`config.mk`:
```
export PLATFORM = sky130hd
export DESIGN_NAME = simd_dot_pe
export DESIGN_NICKNAME = d
export VERILOG_FILES = /design/src/rtl/pe_pkg.sv /design/src/rtl/simd_lane_mult.sv /design/src/rtl/simd_dot_pe.sv
export SDC_FILE = /design/constraint.sdc
export NUM_CORES = 2
export LEC_CHECK = 0
export BUFFER_PORTS_ARGS = -buffer_cell sky130_fd_sc_hd__buf_2
export CAP_MARGIN = 20
export CELL_PAD_IN_SITES_DETAIL_PLACEMENT = 0
export CELL_PAD_IN_SITES_GLOBAL_PLACEMENT = 2
export CORE_MARGIN = 2
export CORE_UTILIZATION = 41
export CTS_CLUSTER_DIAMETER = 100
export CTS_CLUSTER_SIZE = 8
export DETAILED_ROUTE_END_ITERATION = 16
export PLACE_DENSITY = 0.89
export SYNTH_ARGS = -nofsm -noshare
export SYNTH_HDL_FRONTEND = slang
export SYNTH_SLANG_ARGS = --single-unit
export TNS_END_PERCENT = 1
```
`constraint.sdc`:
```
create_clock -name clk -period 8.6 [get_ports clk]
set_input_delay 0.86 -clock clk [delete_from_list [all_inputs] [get_ports clk]]
set_output_delay 0.86 -clock clk [all_outputs]
set_load 0.02 [all_outputs]
```
`src/rtl/pe_pkg.sv`:
```
// Shared types and helpers for the SIMD dot-product processing element.
package pe_pkg;

  typedef enum logic [1:0] {
    SIMD_1X = 2'b00,
    SIMD_2X = 2'b01,
    SIMD_4X = 2'b10
  } simd_mode_e;

  typedef enum logic {
    IDLE  = 1'b0,
    ACCUM = 1'b1
  } acc_state_e;

  // The reserved code 2'b11 falls through to a single full-width lane.
  function automatic int unsigned lanes_of(simd_mode_e mode);
    case (mode)
      SIMD_2X: return 2;
      SIMD_4X: return 4;
      default: return 1;
    endcase
  endfunction

endpackage

```
`src/rtl/simd_lane_mult.sv`:
```
// Combinational lane split, signed lane multipliers and lane-sum adder tree.
module simd_lane_mult
  import pe_pkg::*;
#(
  parameter int unsigned WIDTH     = 16,
  parameter int unsigned ACC_WIDTH = 40
) (
  input  logic [1:0]           simd_mode,
  input  logic [WIDTH-1:0]     a,
  input  logic [WIDTH-1:0]     b,
  output logic [ACC_WIDTH-1:0] psum
);

  localparam int unsigned L2 = WIDTH / 2;
  localparam int unsigned L4 = WIDTH / 4;

  logic signed [2*WIDTH-1:0]   prod1;
  logic signed [WIDTH-1:0]     prod2 [2];
  logic signed [L2-1:0]        prod4 [4];
  logic signed [ACC_WIDTH-1:0] sum1, sum2, sum4;
  logic signed [ACC_WIDTH-1:0] ext4 [4];

  // Operands are sign-extended to the product width before multiplying.
  always_comb begin
    prod1 = (2*WIDTH)'($signed(a)) * (2*WIDTH)'($signed(b));
    sum1  = ACC_WIDTH'(prod1);

    sum2 = '0;
    for (int i = 0; i < 2; i++) begin
      prod2[i] = WIDTH'($signed(a[i*L2 +: L2])) * WIDTH'($signed(b[i*L2 +: L2]));
      sum2     = sum2 + ACC_WIDTH'(prod2[i]);
    end

    for (int i = 0; i < 4; i++) begin
      prod4[i] = L2'($signed(a[i*L4 +: L4])) * L2'($signed(b[i*L4 +: L4]));
      ext4[i]  = ACC_WIDTH'(prod4[i]);
    end
    sum4 = (ext4[0] + ext4[1]) + (ext4[2] + ext4[3]);
  end

  always_comb begin
    case (lanes_of(simd_mode_e'(simd_mode)))
      2:       psum = sum2;
      4:       psum = sum4;
      default: psum = sum1;
    endcase
  end

endmodule

```
`src/rtl/simd_dot_pe.sv`:
```
// Systolic PE: SIMD signed MAC with pass-through operands and a valid/ready dot-product result.
// Define PE_ACC_SAT_EN for saturating accumulation with a sticky res_sat flag.
module simd_dot_pe
  import pe_pkg::*;
#(
  parameter int unsigned WIDTH     = 16,
  parameter int unsigned ACC_WIDTH = 40
) (
  input  logic                 clk,
  input  logic                 reset,
  input  logic [1:0]           simd_mode,
  input  logic                 in_valid,
  output logic                 in_ready,
  input  logic [WIDTH-1:0]     in_a,
  input  logic [WIDTH-1:0]     in_b,
  input  logic                 in_last,
  output logic                 out_valid,
  output logic [WIDTH-1:0]     out_a,
  output logic [WIDTH-1:0]     out_b,
  output logic                 out_last,
  output logic                 res_valid,
  input  logic                 res_ready,
  output logic [ACC_WIDTH-1:0] res_data,
  output logic                 res_sat,
  output logic                 busy
);

  logic [ACC_WIDTH-1:0] psum;

  simd_lane_mult #(
    .WIDTH     (WIDTH),
    .ACC_WIDTH (ACC_WIDTH)
  ) u_mult (
    .simd_mode (simd_mode),
    .a         (in_a),
    .b         (in_b),
    .psum      (psum)
  );

  logic                 s1_valid_q, s1_last_q;
  logic [ACC_WIDTH-1:0] s1_psum_q;
  logic                 out_valid_q, out_last_q;
  logic [WIDTH-1:0]     out_a_q, out_b_q;
  logic [ACC_WIDTH-1:0] acc_q, acc_d;
  acc_state_e           acc_state_q, acc_state_d;
  logic                 res_valid_q, res_valid_d;
  logic [ACC_WIDTH-1:0] res_data_q, res_data_d;
  logic [ACC_WIDTH-1:0] acc_sum, acc_step;
  logic                 stall, accept, advance;

  // A finished sum cannot leave stage 1 while the result slot is occupied and not being taken.
  assign stall   = s1_valid_q & s1_last_q & res_valid_q & ~res_ready;
  assign accept  = in_valid & ~stall;
  assign advance = s1_valid_q & ~stall;
  assign acc_sum = acc_q + s1_psum_q;

`ifdef PE_ACC_SAT_EN
  localparam int unsigned        Msb    = ACC_WIDTH - 1;
  localparam logic [ACC_WIDTH-1:0] SatMax = {1'b0, {(ACC_WIDTH-1){1'b1}}};
  localparam logic [ACC_WIDTH-1:0] SatMin = {1'b1, {(ACC_WIDTH-1){1'b0}}};

  logic ovf, sat_flag_q, res_sat_q;

  // Signed overflow: operands agree in sign but the sum does not.
  always_comb begin
    ovf      = (acc_q[Msb] == s1_psum_q[Msb]) && (acc_sum[Msb] != acc_q[Msb]);
    acc_step = acc_sum;
    if (ovf) acc_step = acc_q[Msb] ? SatMin : SatMax;
  end

  always_ff @(posedge clk) begin
    if (reset) begin
      sat_flag_q <= 1'b0;
      res_sat_q  <= 1'b0;
    end else if (advance) begin
      if (s1_last_q) begin
        res_sat_q  <= sat_flag_q | ovf;
        sat_flag_q <= 1'b0;
      end else begin
        sat_flag_q <= sat_flag_q | ovf;
      end
    end
  end

  assign res_sat = res_sat_q;
`else
  assign acc_step = acc_sum;
  assign res_sat  = 1'b0;
`endif

  always_comb begin
    acc_state_d = acc_state_q;
    acc_d       = acc_q;
    res_valid_d = res_valid_q;
    res_data_d  = res_data_q;
    if (res_valid_q && res_ready) res_valid_d = 1'b0;
    // A new result overrides a same-cycle dequeue, so the slot never bubbles.
    if (advance) begin
      if (s1_last_q) begin
        res_valid_d = 1'b1;
        res_data_d  = acc_step;
        acc_d       = '0;
        acc_state_d = IDLE;
      end else begin
        acc_d       = acc_step;
        acc_state_d = ACCUM;
      end
    end
  end

  always_ff @(posedge clk) begin
    if (reset) begin
      s1_valid_q  <= 1'b0;
      s1_last_q   <= 1'b0;
      s1_psum_q   <= '0;
      out_valid_q <= 1'b0;
      out_last_q  <= 1'b0;
      out_a_q     <= '0;
      out_b_q     <= '0;
      acc_q       <= '0;
      acc_state_q <= IDLE;
      res_valid_q <= 1'b0;
      res_data_q  <= '0;
    end else begin
      out_valid_q <= accept;
      if (accept) begin
        out_a_q    <= in_a;
        out_b_q    <= in_b;
        out_last_q <= in_last;
      end
      if (!stall) begin
        s1_valid_q <= accept;
        if (accept) begin
          s1_psum_q <= psum;
          s1_last_q <= in_last;
        end
      end
      acc_q       <= acc_d;
      acc_state_q <= acc_state_d;
      res_valid_q <= res_valid_d;
      res_data_q  <= res_data_d;
    end
  end

  assign in_ready  = ~stall;
  assign out_valid = out_valid_q;
  assign out_a     = out_a_q;
  assign out_b     = out_b_q;
  assign out_last  = out_last_q;
  assign res_valid = res_valid_q;
  assign res_data  = res_data_q;
  assign busy      = s1_valid_q | (acc_state_q == ACCUM) | res_valid_q;

endmodule

```
==> impl_metrics.py <==
metrics = {
    "worst_hold_path": {
        "min-delay-path-class": "register to register",
    },
    "synth": {
        "ys_seq_elements": 157,
        "synth.net_count": 3484,
        "syn_area_per_cell_um2": 8.87,
        "synth_area_um2": 24700,
        "synth-compound-area-share_pct": 12.7,
        "synth-main-ff-cell": "dfxtp_1",
        "synth_fa_ha_area_share_pct": 46.6,
        "synth.distinct_cells": 83,
        "muxShareOfSynthArea_pct": 0.304,
        "async_flop_share_pct": 0,
        "synth_top_family_by_area": "adder cells",
        "synthSimpleGateAreaFrac_pct": 13.5,
        "netlist_instances": 2788,
        "yosys_warnings": 0,
        "ys_seq_area_share_pct": 12.7,
        "synth_xor_area_share_pct": 4.22,
        "synth-edff-count": 0,
    },
    "cells_and_area": {
        "area_delta_synth_final_pct": 7.57,
        "drive_above_1_share_pct": 6.69,
        "fin_nets": 3524,
        "diodes": 0,
        "final_util_pct": 44.3,
    },
    "clock_network": {
        "ctsResizeCount": 0,
        "hold_buffers": 0,
        "cts_max_path_buffers": 2,
        "htreeDepth": 4,
        "clk_latency_ps": 500,
        "cts_sinks": 157,
        "cts_tree": "done",
        "cts_inserted_buffers": 17,
        "cts_setup_buffers": 0,
        "clk_pin_slew_worst_paths_ps": 70,
        "cts_root_buf": "clkbuf_16",
    },
    "global_routing": {
        "grt_pass1_vias": 20291,
        "grt_overflow": 0,
        "track_usage_pct": 25.1,
        "grt_pass1_wl_um": 119000,
        "antenna_found_initial": 0,
        "grt_max_degree": 66,
    },
    "sta": {
        "slew-limit-headroom_pct": 19.9,
        "finalHoldViolCount": 0,
        "fmax_ghz": 0.140,
        "setup_viol": 0,
        "finalCritPeriodShare_pct": 82.9,
        "max_slew.worst_pin.slew_ps": 1190,
        "period_needed_ps": 7130,
        "tns_ps": 0,
        "fin_ws_ps": 1470,
        "skew_ps": 25.0,
        "maxSlewViolCount": 0,
        "rsz0062_at_grt": "no",
    },
    "floorplan": {
        "die_h_um": 250,
        "initial_core_util_pct": 41.2,
        "die_area_um2": 62300,
        "num_rows": 90,
        "coreArea_um2": 60000,
        "die_w_um": 250,
        "num_io_pins": 117,
    },
    "placement": {
        "hpwl_um": 61100,
        "io_buffers": 115,
        "place_ws_ps": 1010,
        "gp_congestion": 0.995,
    },
    "route": {
        "firstDrtPassIters": 5,
        "ant_nets": 0,
        "routed_wl_um": 75000,
        "vias_per_cell": 5.31,
        "drt-initial-drc-count": 1334,
        "via_count": 19232,
        "wl_per_cell_um": 20.7,
        "drcViolationCount": 0,
    },
    "setup_path": {
        "cp.required_ps": 9030,
        "start_kind": "input pin",
        "path_max_fanout": 17,
        "critPathKind": "input pin to register",
        "cp-end-kind": "register",
        "cp_data_arrival_time_ps": 7560,
    },
    "status": {
        "status": "complete, no violations",
    },
    "run": {
        "cap_violations": 0,
    },
}
==> routing by layer <==
layer	GRT usage [%]	routed length (um)	vias up
met1	35.0	34900	9763
li1	-	-	8905
met5	0	0	-
met3	4.50	4370	75
met4	6.49	1540	0
met2	40.4	34200	489
==> state kept, by name (all words and copies together) (netlist names) <==
register     count
acc_q           40
res_data        40
s1_psum_q       40
out_a           16
out_b           16
acc_state_q      1
out_valid        1
res_valid        1
s1_last_q        1
s1_valid_q       1
==> stage by stage <==
stage	std cells	cell area [um2]	hold slack, ps
4_1_cts	3623	26600	454
2_1_floorplan	2788	24700	429
6_report	3623	26600	452
3_5_place_dp	3591	26000	444
5_1_grt	3623	26600	470
3_3_place_gp	3591	26000	439
==> cell usage after synthesis, types with 11 or more instances <==
cell / n / area, um2
o21ai_0: 63 / 315
o211ai_1: 13 / 97.6
xor2_1: 44 / 385
o21ai_1: 11 / 55.1
xnor2_1: 75 / 657
o21bai_1: 13 / 97.6
nand3_1: 29 / 145
a21o_1: 52 / 390
nand2_1: 325 / 1220
ha_1: 218 / 2730
nor3_1: 26 / 130
a221oi_1: 11 / 96.3
o21a_1: 19 / 143
a31oi_1: 16 / 100
a22oi_1: 20 / 150
nor2b_1: 12 / 75.1
nand2b_1: 39 / 244
nor2_1: 111 / 417
and2_1: 116 / 726
dfxtp_1: 157 / 3140
a211oi_1: 18 / 135
nand4_1: 14 / 87.6
clkbuf_1: 101 / 379
a21oi_1: 177 / 886
fa_1: 439 / 8790
inv_1: 541 / 2030
==> cell families (layout without fill, tap and decap cells) <==
logic type      after synthesis  in the layout
other cells                   1              1
buf+inv                     652            705
flops                       157            157
compound gates              482            482
xor+xnor                    119            119
fa+ha+maj                   657            657
simple gates                713            713
mux                           7              7
==> final timing paths <==
check                                   from            end  slack (ps)  cells past startpoint
worst min-delay path            res_data[26]   res_data[26]         450                      2
worst max-delay path                 in_b[1]  s1_psum_q[39]        1470                     21
worst max register to register  s1_psum_q[0]   res_data[34]        5380                     11
worst min register to register  res_data[26]   res_data[26]         450                      2
==> placed cells by master, fill, tap and decap left out, drive strengths merged, types with 29 or more instances in the layout <==
master / instances
dfxtp: 157
o21ai: 75
nor2: 112
xor2: 44
a21o: 52
a21oi: 179
ha: 218
fa: 439
nand2: 325
inv: 546
nand2b: 39
nand3: 29
and2: 117
buf: 131
xnor2: 75
==> layout make-up <==
class	instances	area [um2]
Tap cell	782	978
Fill cell	5909	33400
Sequential cell	157	3140
Timing Repair Buffer	131	698
Inverter	542	2030
Multi-Input combinational cell	1979	19100
Clock buffer	20	467
Clock inverter	12	125
==> worst max-delay path, cell delays in order <==
cell and delay [ps]:
buf_2 390, nand2_1 190, inv_1 180, fa_1 500
fa_1 940, inv_1 120, fa_1 480, fa_1 510
fa_1 470, fa_1 520, inv_1 40, ha_1 360
a21o_1 210, a21o_1 170, a21oi_1 140, o21ai_1 130
a21o_1 210, a221oi_2 370, mux2i_2 390, o2bb2ai_2 190
a21boi_1 170
Power is left out: the tool's default activity adds up to more than one toggle a clock period on the data nets, which glitch-free logic cannot reach.
